File: config.mk
export PLATFORM = sky130hd
export DESIGN_NAME = blob_centroid_tracker
export DESIGN_NICKNAME = d
export VERILOG_FILES = /design/src/rtl/blob_centroid_tracker.sv
export SDC_FILE = /design/constraint.sdc
export NUM_CORES = 1
export LEC_CHECK = 0
export ABC_CLOCK_PERIOD_IN_PS = 4920
export CAP_MARGIN = 20
export CORE_MARGIN = 4
export CORE_UTILIZATION = 53
export DETAILED_ROUTE_END_ITERATION = 8
export PLACE_DENSITY = 0.71
export SLEW_MARGIN = 20
export SYNTH_ARGS = -nofsm -noshare
export SYNTH_HDL_FRONTEND = slang
export SYNTH_SLANG_ARGS = --single-unit
export TNS_END_PERCENT = 30
File: constraint.sdc
create_clock -name iCLK -period 4.92 [get_ports iCLK]
set_clock_uncertainty 0.05 [all_clocks]
set_input_delay 1.476 -clock iCLK [delete_from_list [all_inputs] [get_ports iCLK]]
set_output_delay 1.476 -clock iCLK [all_outputs]
set_load 0.01 [all_outputs]
File: src/rtl/blob_centroid_tracker.sv
// rtl/blob_centroid_tracker.sv - frame centroid of thresholded hit pixels with noisy-row rejection
module blob_centroid_tracker #(
    parameter int IMG_W    = 640,
    parameter int IMG_H    = 480,
    parameter int COLOR_W  = 12,
    parameter int COORD_W  = 11,
    parameter int MIN_RUN  = 5,
    parameter int MIN_ROWS = 5
) (
    input  logic               iCLK,
    input  logic               iRST,
    input  logic [COLOR_W-1:0] iColor,
    input  logic               iDVAL,
    input  logic               iSOF,
    output logic [COORD_W-1:0] oCol,
    output logic [COORD_W-1:0] oRow,
    output logic               oVALID_COORD,
    output logic               oPresent,
    output logic               oDROP
);

    localparam int ROW_CNT_W = $clog2(IMG_W + 1);
    localparam int ROW_SUM_W = ROW_CNT_W + COORD_W;
    localparam int CNT_W     = $clog2(IMG_W * IMG_H + 1);
    localparam int SUM_W     = CNT_W + COORD_W;
    localparam int ROWS_W    = $clog2(IMG_H + 1);
    localparam int ITER_W    = $clog2(COORD_W + 1);

    typedef enum logic [1:0] {S_IDLE, S_LOAD, S_DIV, S_OUT} state_t;

    state_t state_q, state_d;

    logic [COORD_W-1:0]   col, row, cur_col, cur_row;
    logic                 sof, hit, last_col, last_row, frame_end, frame_end_d, commit;
    logic [ROW_CNT_W-1:0] row_cnt, row_cnt_nx;
    logic [ROW_SUM_W-1:0] row_xsum, row_ysum, row_xsum_nx, row_ysum_nx;
    logic [CNT_W-1:0]     frame_cnt, frame_cnt_nx;
    logic [SUM_W-1:0]     frame_xsum, frame_ysum, frame_xsum_nx, frame_ysum_nx;
    logic [ROWS_W-1:0]    act_rows, act_rows_nx;
    logic                 frame_clr, present_now, present_q;
    logic [CNT_W-1:0]     divisor;
    logic [SUM_W-1:0]     x_rem, y_rem, dsr;
    logic                 x_ge, y_ge;
    logic [COORD_W-1:0]   qx, qy;
    logic [ITER_W-1:0]    iter;
    logic                 load_en, div_en, out_en, drop;

    // The SOF pixel is treated as (0,0) and starts with empty accumulators.
    always_comb begin
        sof         = iDVAL & iSOF;
        hit         = |iColor;
        cur_col     = sof ? '0 : col;
        cur_row     = sof ? '0 : row;
        last_col    = (cur_col == COORD_W'(IMG_W - 1));
        last_row    = (cur_row == COORD_W'(IMG_H - 1));
        frame_end   = iDVAL & last_col & last_row;
        row_cnt_nx  = (sof ? '0 : row_cnt) + ROW_CNT_W'(hit);
        row_xsum_nx = (sof ? '0 : row_xsum) + (hit ? ROW_SUM_W'(cur_col) : '0);
        row_ysum_nx = (sof ? '0 : row_ysum) + (hit ? ROW_SUM_W'(cur_row) : '0);
        commit      = iDVAL & last_col & (row_cnt_nx >= ROW_CNT_W'(MIN_RUN));
        frame_clr   = sof | frame_end_d;
        frame_cnt_nx  = (frame_clr ? '0 : frame_cnt)  + (commit ? CNT_W'(row_cnt_nx)  : '0);
        frame_xsum_nx = (frame_clr ? '0 : frame_xsum) + (commit ? SUM_W'(row_xsum_nx) : '0);
        frame_ysum_nx = (frame_clr ? '0 : frame_ysum) + (commit ? SUM_W'(row_ysum_nx) : '0);
        act_rows_nx   = (frame_clr ? '0 : act_rows)   + ROWS_W'(commit);
        present_now = (act_rows >= ROWS_W'(MIN_ROWS));
        divisor     = present_now ? frame_cnt : CNT_W'(1);
        x_ge        = (x_rem >= dsr);
        y_ge        = (y_rem >= dsr);
    end

    always_ff @(posedge iCLK or negedge iRST) begin
        if (!iRST) begin
            col         <= '0;
            row         <= '0;
            row_cnt     <= '0;
            row_xsum    <= '0;
            row_ysum    <= '0;
            frame_cnt   <= '0;
            frame_xsum  <= '0;
            frame_ysum  <= '0;
            act_rows    <= '0;
            frame_end_d <= 1'b0;
        end else begin
            frame_end_d <= frame_end;
            frame_cnt   <= frame_cnt_nx;
            frame_xsum  <= frame_xsum_nx;
            frame_ysum  <= frame_ysum_nx;
            act_rows    <= act_rows_nx;
            if (iDVAL) begin
                col      <= last_col ? '0 : cur_col + COORD_W'(1);
                row      <= last_col ? (last_row ? '0 : cur_row + COORD_W'(1)) : cur_row;
                row_cnt  <= last_col ? '0 : row_cnt_nx;
                row_xsum <= last_col ? '0 : row_xsum_nx;
                row_ysum <= last_col ? '0 : row_ysum_nx;
            end
        end
    end

    always_ff @(posedge iCLK or negedge iRST) begin
        if (!iRST) state_q <= S_IDLE;
        else       state_q <= state_d;
    end

    always_comb begin
        state_d = state_q;
        case (state_q)
            S_IDLE:  if (frame_end) state_d = S_LOAD;
            S_LOAD:  state_d = S_DIV;
            S_DIV:   if (iter == ITER_W'(COORD_W - 1)) state_d = S_OUT;
            S_OUT:   state_d = S_IDLE;
            default: state_d = S_IDLE;
        endcase
    end

    always_comb begin
        load_en = (state_q == S_LOAD);
        div_en  = (state_q == S_DIV);
        out_en  = (state_q == S_OUT);
        drop    = frame_end & (state_q != S_IDLE);
    end

    // Quotients are below 2^COORD_W, so the divisor starts shifted by COORD_W-1.
    always_ff @(posedge iCLK or negedge iRST) begin
        if (!iRST) begin
            present_q <= 1'b0;
            x_rem     <= '0;
            y_rem     <= '0;
            dsr       <= '0;
            qx        <= '0;
            qy        <= '0;
            iter      <= '0;
        end else if (load_en) begin
            present_q <= present_now;
            x_rem     <= frame_xsum;
            y_rem     <= frame_ysum;
            dsr       <= SUM_W'({divisor, {(COORD_W - 1){1'b0}}});
            qx        <= '0;
            qy        <= '0;
            iter      <= '0;
        end else if (div_en) begin
            if (x_ge) x_rem <= x_rem - dsr;
            if (y_ge) y_rem <= y_rem - dsr;
            qx   <= {qx[COORD_W-2:0], x_ge};
            qy   <= {qy[COORD_W-2:0], y_ge};
            dsr  <= dsr >> 1;
            iter <= iter + ITER_W'(1);
        end
    end

    always_ff @(posedge iCLK or negedge iRST) begin
        if (!iRST) begin
            oCol         <= '0;
            oRow         <= '0;
            oPresent     <= 1'b0;
            oVALID_COORD <= 1'b0;
            oDROP        <= 1'b0;
        end else begin
            oVALID_COORD <= out_en;
            oDROP        <= drop;
            if (out_en) begin
                oPresent <= present_q;
                if (present_q) begin
                    oCol <= qx;
                    oRow <= qy;
                end
            end
        end
    end

endmodule
==> results of run 1 <==
[flip-flops by register name (all words and copies together), names as in the netlist, 19 cells and up]
| signal | cells |
|---|---|
| frame_xsum | 30 |
| y_rem | 30 |
| dsr | 29 |
| row_xsum | 21 |
| row_ysum | 21 |
| frame_cnt | 19 |
| frame_ysum | 30 |
| x_rem | 30 |
[worst max path at each step]
stage          startpoint              to  slack [ps]  cells after the start
6_report        iColor[6]  frame_ysum[26]        -600                     24
5_1_grt         iColor[6]  frame_xsum[20]        -760                     27
2_1_floorplan        iSOF  frame_xsum[27]       -1020                     27
3_3_place_gp    iColor[2]  frame_ysum[26]       -1480                     24
4_1_cts         iColor[4]  frame_ysum[26]        -490                     24
3_5_place_dp    iColor[9]  frame_ysum[26]       -1550                     24
[cells in the final DEF, fill, tap and decap left out, drive strengths merged, types with 17 or more instances in the layout]
| cell type | netlist | routed |
|---|---|---|
| buf | 24 | 315 |
| and2 | 95 | 95 |
| dfrtp | 306 | 306 |
| nor2b | 29 | 29 |
| nand3b | 20 | 20 |
| o2bb2ai | 29 | 29 |
| xnor2 | 87 | 87 |
| inv | 125 | 126 |
| xor2 | 76 | 76 |
| o21a | 24 | 24 |
| o21ai | 211 | 211 |
| nand3 | 88 | 88 |
| nand4 | 27 | 27 |
| a21o | 44 | 44 |
| or3 | 17 | 17 |
| ha | 144 | 144 |
| clkdlybuf4s50 | 0 | 25 |
| nand2b | 18 | 18 |
| and3 | 46 | 46 |
| nor2 | 224 | 224 |
| nor3 | 42 | 42 |
| mux2i | 19 | 19 |
| a211oi | 25 | 25 |
| clkbuf | 90 | 53 |
| a21oi | 172 | 172 |
| nand2 | 243 | 243 |
[cells in the mapped netlist (5+ instances only)]
cell type / count / area share [%]
o31a_1: 5 / 0.21
a31oi_1: 15 / 0.45
nand3b_1: 20 / 0.72
and2_1: 94 / 2.8
nor3b_1: 7 / 0.25
a211oi_1: 25 / 0.90
xor2_1: 76 / 3.2
a221o_1: 5 / 0.24
xnor2_1: 87 / 3.7
mux2_2: 7 / 0.38
dfrtp_1: 306 / 37
nor2b_1: 29 / 0.87
inv_1: 125 / 2.3
a211o_1: 8 / 0.34
and4_1: 10 / 0.42
nand2b_1: 18 / 0.54
buf_1: 10 / 0.18
o21a_1: 23 / 0.83
nor4_1: 10 / 0.30
and3_1: 46 / 1.4
clkbuf_1: 89 / 1.6
or3_1: 17 / 0.51
o31ai_1: 13 / 0.47
a21boi_0: 8 / 0.29
nand2_1: 243 / 4.4
buf_2: 11 / 0.27
o21ai_1: 6 / 0.14
nand4_1: 27 / 0.81
o22ai_1: 11 / 0.33
a32o_1: 8 / 0.39
fa_1: 7 / 0.68
a21o_1: 44 / 1.6
ha_1: 144 / 8.7
a21oi_1: 172 / 4.1
o21ai_0: 204 / 4.9
o2bb2ai_1: 29 / 1.2
a22o_1: 13 / 0.55
nand3_1: 88 / 2.1
o211ai_1: 15 / 0.54
mux2i_1: 19 / 0.92
nor2_1: 224 / 4.1
o21bai_1: 8 / 0.29
nor3_1: 40 / 0.96
[worst reg2reg max path: cells and delay by family, from the launching register on]
kind | cells | cell delay [ps]
buf+inv | 1 | 40
xor+xnor | 2 | 280
compound gates | 7 | 1500
simple gates | 10 | 1460
flops | 1 | 370
fa+ha+maj | 3 | 820
[kinds of logic (layout without fill, tap and decap cells)]
group                      after synthesis  in the layout
xor gates and xnor gates               163            163
muxes                                   26             26
adders and majority gates              151            151
AOI/OAI and AO/OA                      661            661
DFF                                    306            306
and+or+nand+nor                        891            891
buffers and inverters                  239            533
[metrics by stage]
stage	setup TNS [ps]	area (um2)	utilization, %	instances
after floorplan	-39540	21000	-	2437
after global placement	-67320	23500	60.9	3139
after detailed placement	-70100	23500	60.9	3139
after CTS	-10080	25400	65.6	3241
after global routing	-20780	25700	66.4	3249
final	-12750	25700	66.4	3249
[power by group through the flow]
stage          Combinational, mW  Clock, mW  Sequential, mW
6_report                   0.404       2.81            2.58
5_1_grt                    0.452       2.95            2.58
4_1_cts                    0.399       2.86            2.58
3_5_place_dp               0.389          0            2.62
3_3_place_gp               0.377          0            2.62
2_1_floorplan              0.194          0            2.61
[routing by layer]
layer / vias to the layer above / GRT usage, % / wire (um)
li1: 9147 / - / -
met1: 9137 / 36.5 / 25500
met2: 528 / 45.3 / 27400
met3: 108 / 3.92 / 3100
met4: 0 / 8.53 / 1830
met5: - / 0 / 0
[layout make-up]
| type | count | area (um2) | area share [%] |
|---|---|---|---|
| timing repair buffer | 342 | 2760 | 10.7 |
| sequential | 306 | 7660 | 29.8 |
| multi-input combinational | 1892 | 12900 | 50.2 |
| clock buffer | 53 | 1090 | 4.23 |
| clock inverter | 13 | 155 | 0.604 |
| inverter | 125 | 469 | 1.83 |
| tap | 518 | 648 | 2.52 |
[timing repair]
item / CTS / global route
setup buffers: 34 / 8
pin swaps: 50 / 41
cloned: 2 / 0
endpoints found under the setup margin: 60 / 53
gates resized for setup: 129 / 58
==> results.md, run 1 <==
- Hold Path Sink: oRow[7]
- Setup Crit Path Kind: input port to flop
- Antenna Cells: 0
- Tcrit/Tclk final: 112%
- Critical Path AT: 5920 ps
- Final hold vios: 0
- I/O pins: 41
- Leak: 12.3 nW
- Clock Pin Slew Worst Setup and Hold Paths: 60 ps
- Xor/xnor share of the synthesized area: 6.88%
- Vias/cell: 5.82
- EDFF count, synth: 0
- Syn_nets: 2604
- Largest family of logic cells by synthesized area: simple AND/OR/NAND/NOR gates
- Synth Area per Inst: 8.52 um2
- Rel. slew slack: 26.9%
- Port buffer count: 40
- F_max: 0.181 GHz
- Gate Count Post-Synth: 2437
- Setup crit end kind: flop
- Yosys reg bits: 306
- CTS root buf: clkbuf_16
- Die Y: 206 um
- H-tree depth: 2
- Post-layout min period: 5520 ps
- Crit path max-delay family: simple AND/OR/NAND/NOR gates
- Failing checks: setup timing
- Slew Limit Fails: 0
- Layout Nets: 2870
- Max stage delay on crit path: 380 ps
- CTS Buf Count: 36
- Clock Sinks: 306
- Combinational fraction of design power: 7.0%
- Worst r2r path cells: 23
- Multiplexer share of the synthesized area: 1.30%
- Layout cell share with drive strength beyond 1: 19.3%
- Area of the core: 38600 um2
- Clock Latency Late Sink: 560 ps
- P&R area growth vs syn: 23.7%
- Synth Cell Area: 20800 um2
- Register area share after synthesis: 36.9%
- Final setup fails: 34
- Worst setup margin: -602 ps
- Initial DRC count: 1322
- Worst Hold Depth: 2
- WL/cell: 17.8 um
- Crit-path max FO: 6
- Sequential power share: 44.5%
- Worst Tran Pin Value: 1090 ps
- Final HPWL DP: 41100 um
- Vias: 18920
- Clock buffer depth: 3
- Hold Slack: 425 ps
- Overall Global Routing Usage: 27.0%
- HP Class: flop to flop
- Die X: 206 um
- DIE AREA: 42400 um2
- Sw frac: 23.7%
- Number of global-route vias before repair: 18377
- Net switching power figure: 1.37 mW
- R2R Path End: frame_ysum[26]
- Hold buffer count at cts: 0
- Largest net degree at the start of global routing: 112
- Row count: 72
- GPL Wtd Cong: 0.919
- Status: finished with violations
- Filler instances: 3047
- Peak VDD IR: 202 uV
- Worst path slowest cell: a31oi_2
- Synth Area in Simple Gates: 20.9%
- CP Launch Type: input port
- RSZ-0062 raised after global routing: yes
- Yosys warning total: 0
- Clock power share: 48.5%
- Flop-to-flop setup slack: 320 ps
- Crit path buf inv count: 2
- Area fraction in compound gates after synthesis: 20.2%
- Crit-path cells: buf_6 > nor4_4 > nand3_2 > buf_6 > and3_4 > ha_4 > nor2b_4 > o21a_1 > o21ai_2 > a211o_1 > a41o_1 > nor2_2 > xnor2_1 > nor2_1 > ha_1 > and4_4 > and3_4 > and2_4 > o211ai_1 > a31oi_2 > a31oi_4 > nor2b_2 > xnor2_1 > nor2_1
- R2r startpoint: row[0]
- CTS tree: built
- Tot Pwr: 5.79 mW
- Max Cap Viol: 0
- Top FF cell, synth: dfrtp_1
- Dpl ws: -1550 ps
- Post-synth cell types: 80
- PwrDens: 226 nW/um2
- Global-route wire length before repair: 93800 um
- Internal Power: 4.42 mW
- Synth Area in Adders: 9.36%
- Drt drc: 0
- HP Start: oRow[7]
- Initial core utilization: 53.7%
- Drt pass-1 iters: 5
- DRT Wirelength: 57800 um
- Gr ovfl total: 0
- DRT antenna net count: 0
- Required time of the critical path: 5310 ps
- Initial antenna violation count: 0
- FFs w/ async S/R, synth: 100%
No activity file was read; power rests on OpenSTA's default activity.
==> inputs of run 2 (changes only) <==
- ABC_CLOCK_PERIOD_IN_PS: 4920 -> 4660
- PLACE_DENSITY: 0.71 -> 0.73
- clock period: 4.92 -> 4.66 ns (I/O delays scaled with it)
==> run 2 against run 1 <==
Against the previous run: the run still ends with setup timing left; wire length up 5.4%; total power rose by 6.9%; critical path depth grew 1; count of clock-buffer cells in the layout fell by 10; sequential power rose by 5%; hold slack lost 0.59 ps; critical path type unchanged; largest cell class unchanged.
==> results.md, run 2 (synthesis results as in run 1) <==
- Status: finished with violations
- Failing checks: setup timing
- Final instance area: 26400 um2
- Placed cells: 3132
- Peak VDD IR: 220 uV
- H-tree depth: 2
- Initial DRC count: 1382
- F_max: 0.182 GHz
- Clock buffer depth: 3
- Required time of the critical path: 5060 ps
- Crit-path max FO: 5
- Die X: 206 um
- DIE AREA: 42400 um2
- RSZ-0062 raised after global routing: yes
- Setup crit end kind: flop
- Placed cell area: 23500 um2
- Worst path slowest cell: o41a_1
- WL/cell: 18.6 um
- Gr ovfl total: 0
- Clock Pin Slew Worst Setup and Hold Paths: 60 ps
- Antenna Cells: 0
- Layout Nets: 2902
- Overall Global Routing Usage: 28.1%
- Rel. slew slack: 27.0%
- Largest net degree at the start of global routing: 88
- Area of the core: 38600 um2
- Post-layout min period: 5510 ps
- DRT Wirelength: 61000 um
- Non-Filler Instances: 3280
- CTS tree: built
- Initial core utilization: 53.7%
- P&R area growth vs syn: 27.1%
- Initial antenna violation count: 0
- Clock Sinks: 306
- PwrDens: 235 nW/um2
- Row count: 72
- Port buffer count: 40
- Slew Limit Fails: 0
- Crit path max-delay family: compound AO/OA/AOI/OAI gates
- Worst setup margin: -849 ps
- Final hold vios: 0
- Tcrit/Tclk final: 118%
- Setup Crit Path Kind: input port to flop
- Global-route wire length before repair: 97500 um
- HP Class: flop to flop
- I/O pins: 41
- Vias/cell: 5.98
- Critical Path AT: 5910 ps
- CTS Buf Count: 37
- Leak: 12.5 nW
- DRT antenna net count: 0
- Number of global-route vias before repair: 19171
- Drt pass-1 iters: 5
- Final HPWL DP: 42200 um
- Die Y: 206 um
- Worst Tran Pin Value: 1090 ps
- Final setup fails: 53
- Most common cell after layout, fill and taps aside: buf_4
- Layout cell share with drive strength beyond 1: 22.5%
- CTS root buf: clkbuf_16
- GPL Wtd Cong: 0.932
- Vias: 19628
- Max stage delay on crit path: 510 ps
- Hold Slack: 425 ps
- Max Cap Viol: 0
- Clock Latency Late Sink: 570 ps
- Drt drc: 0
- Commonest non-fill, non-tap cells in the layout: buf_4 (308), dfrtp_1 (306), nand2_1 (234)
- CP Launch Type: input port
- Crit path buf inv count: 4
## run 2: cell count changes in the layout (fill, tap and decap cells not counted), sizes merged
cell	previous run	this run
bufinv	3	5
clkbuf	53	46
clkinvlp	3	4
buf	315	344
clkdlybuf4s15	2	1
clkinv	6	13
## run 2: area by class of cell
type	count	area, um2
clock buffers	43	978
inverters	125	472
flip-flops and latches	306	7660
fillers	2940	12300
well taps	518	648
multi-input cells	1892	13300
clock inverters	23	288
repair buffers	373	3040
## run 2: metrics by stage
| step | util, % | setup slack (ps) | setup TNS [ps] | power [mW] |
|---|---|---|---|---|
| 4_1_cts | 66.3 | -735 | -21020 | 6.23 |
| 2_1_floorplan | - | -1210 | -51650 | 2.96 |
| 3_5_place_dp | 60.8 | -1790 | -94250 | 3.18 |
| 6_report | 68.2 | -849 | -24460 | 6.19 |
| 5_1_grt | 68.2 | -1040 | -36620 | 6.39 |
| 3_3_place_gp | 60.8 | -1680 | -87320 | 3.16 |
## run 2: timing repair
item,CTS,global route
gates cloned,4,2
hold buffers,0,0
buffers inserted,53,28
resized for setup,155,117
setup endpoints to repair,67,63
pin swaps,79,87
## run 2: path summary, 6_finish.rpt
check                          start             end  slack, ps  cells after the start
max in group asynchronous       iRST      row_cnt[9]       2870                      2
min in group asynchronous       iRST        x_rem[4]        780                      1
min                          oCol[8]         oCol[8]        420                      2
min reg2reg                  oCol[8]         oCol[8]        420                      2
max                        iColor[4]  frame_xsum[29]       -850                     25
max reg2reg                   row[0]  frame_ysum[18]         90                     26
## run 2: report_power, final
group | switching [mW] | total (mW) | leakage [nW] | internal [mW]
combinational | 0.252 | 0.436 | 7.64 | 0.184
sequential | 0.0271 | 2.72 | 4.26 | 2.69
clock | 1.24 | 3.04 | 0.615 | 1.80
## run 2: routing by layer
metal  wire, um  track usage (%)
met1      26000             37.5
met3       3470             3.48
met4       2750             11.5
met2      28800             46.8
met5          0                0
## run 2: worst register-to-register path: stages, from the launching register on
cell	delay, ps
dfrtp_1	370
and2_4	150
and2_4	150
ha_4	140
inv_2	40
fa_2	340
nor2b_2	120
o21a_1	160
o21ai_2	80
a211o_1	320
a41o_4	260
nor2_4	140
xnor2_2	110
nor2_1	60
ha_1	310
and4_4	250
and3_4	220
and2_4	130
o211ai_1	160
buf_4	190
buf_4	120
buf_4	120
buf_4	120
buf_4	120
nand2_1	70
a21oi_2	60
xnor2_1	110
==> inputs of run 3 (changes only) <==
- CORE_ASPECT_RATIO: not set -> 0.9
==> run 3 against run 2 <==
Against the previous run: the run still ends with setup timing left; utilization down 0.44 points; combinational power up 5.5%; via count down 2.2%; wire length down 2.4%; largest cell class unchanged.
==> results.md, run 3 (synthesis results as in run 1) <==
- Clock Sinks: 306
- RSZ-0062 raised after global routing: yes
- Layout cell share with drive strength beyond 1: 21.3%
- Largest net degree at the start of global routing: 112
- Vias/cell: 5.90
- DIE AREA: 42400 um2
- Setup Crit Path Kind: input port to flop
- PwrDens: 239 nW/um2
- Antenna Cells: 0
- Drt pass-1 iters: 6
- Die Y: 196 um
- Sw frac: 23.9%
- Final hold vios: 0
- Vias: 19198
- Final HPWL DP: 41100 um
- Leak: 12.4 nW
- Area of the core: 38500 um2
- Required time of the critical path: 5010 ps
- Clock Pin Slew Worst Setup and Hold Paths: 60 ps
- Internal Power: 4.75 mW
- Drt drc: 0
- Post-layout min period: 5470 ps
- GPL Wtd Cong: 0.954
- Worst Hold Depth: 1
- Tcrit/Tclk final: 117%
- CTS tree: built
- Initial core utilization: 53.8%
- Worst Tran Pin Value: 1050 ps
- Worst setup margin: -806 ps
- Crit-path max FO: 5
- Peak VDD IR: 257 uV
- Dpl ws: -1830 ps
- Clock Latency Late Sink: 550 ps
- Die X: 217 um
- H-tree depth: 2
- Global-route wire length before repair: 96500 um
- Status: finished with violations
- Setup crit end kind: flop
- HP Class: flop to flop
- Initial DRC count: 1562
- Port buffer count: 40
- Sequential power share: 43.5%
- Overall Global Routing Usage: 27.3%
- CP Launch Type: input port
- Commonest non-fill, non-tap cells in the layout: dfrtp_1 (306), buf_4 (278), nand2_1 (236)
- I/O pins: 41
- Hold Slack: 426 ps
- Max Cap Viol: 0
- Row count: 68
- DRT antenna net count: 0
- DRT Wirelength: 59500 um
- Failing checks: setup timing
- Final setup fails: 53
- Clock buffer depth: 3
- Combinational fraction of design power: 7.4%
- P&R area growth vs syn: 25.9%
- Initial antenna violation count: 0
- Gr ovfl total: 0
- Most common cell after layout, fill and taps aside: dfrtp_1
- Number of global-route vias before repair: 18848
- Layout Nets: 2870
- Slew Limit Fails: 0
- Rel. slew slack: 29.7%
- CTS Buf Count: 36
- Clock power share: 49.2%
- Net switching power figure: 1.50 mW
- WL/cell: 18.3 um
- Critical Path AT: 5820 ps
- Worst r2r path cells: 22
- CTS root buf: clkbuf_16
- F_max: 0.183 GHz
## run 3: critical path: stages
cell	delay [ps]
buf_2	100
nor4_2	240
nand3_1	120
buf_6	150
buf_4	150
and3_4	180
ha_1	290
a21o_1	190
a21oi_2	170
buf_4	150
o21bai_1	70
a21oi_1	160
xor2_1	280
nor2_1	100
ha_2	200
or3_4	390
a211oi_4	240
o31ai_4	120
nand4_1	100
o211ai_1	130
o41a_1	510
nand4_1	140
xor2_1	150
nor2_1	60
## run 3: power groups by stage
stage	logic, mW	clock network [mW]	registers (mW)
CTS	0.429	3.12	2.71
global placement	0.397	0	2.76
global route	0.506	3.23	2.72
detailed placement	0.406	0	2.76
floorplan	0.205	0	2.76
finish	0.460	3.07	2.72
## run 3: through the flow
stage | cells | total power [mW] | utilization, % | area, um2 | TNS, ps
3_5_place_dp | 3133 | 3.17 | 60.9 | 23500 | -100080
4_1_cts | 3244 | 6.27 | 66.3 | 25600 | -20710
3_3_place_gp | 3133 | 3.16 | 60.9 | 23500 | -89320
5_1_grt | 3256 | 6.45 | 67.8 | 26100 | -35580
2_1_floorplan | 2437 | 2.96 | - | 21000 | -51650
6_report | 3256 | 6.25 | 67.8 | 26100 | -24790
## run 3: final timing paths
check / start / to / slack (ps)
worst min-delay path: row_ysum[10] / row_ysum[10] / 430
worst min register to register: row_ysum[10] / row_ysum[10] / 430
worst max-delay path: iColor[2] / frame_xsum[29] / -810
max in group asynchronous: iRST / x_rem[28] / 2790
min in group asynchronous: iRST / row_cnt[1] / 790
worst max register to register: col[0] / frame_xsum[29] / 40
## run 3: repair_timing
action / 4_1_cts / 5_1_grt
setup buffers: 45 / 12
pin swaps: 94 / 77
hold buffers: 0 / 0
endpoints found under the setup margin: 67 / 61
resized for setup: 157 / 95
## run 3: cell type report
cell class / instances / area (um2)
multi-input combinational: 1892 / 13300
fill: 2934 / 12400
sequential: 306 / 7660
timing repair buffer: 342 / 2780
clock buffer: 51 / 1090
tap: 525 / 657
inverter: 125 / 472
clock inverter: 15 / 208
## run 3: metal layers
| metal | GRT usage, % | share of wire (%) | vias to the layer above |
|---|---|---|---|
| li1 | - | - | 9140 |
| met1 | 39.4 | 46 | 9332 |
| met2 | 43.1 | 46 | 596 |
| met3 | 3.58 | 5.5 | 130 |
| met4 | 8.96 | 3.0 | 0 |
| met5 | 0 | 0 | - |
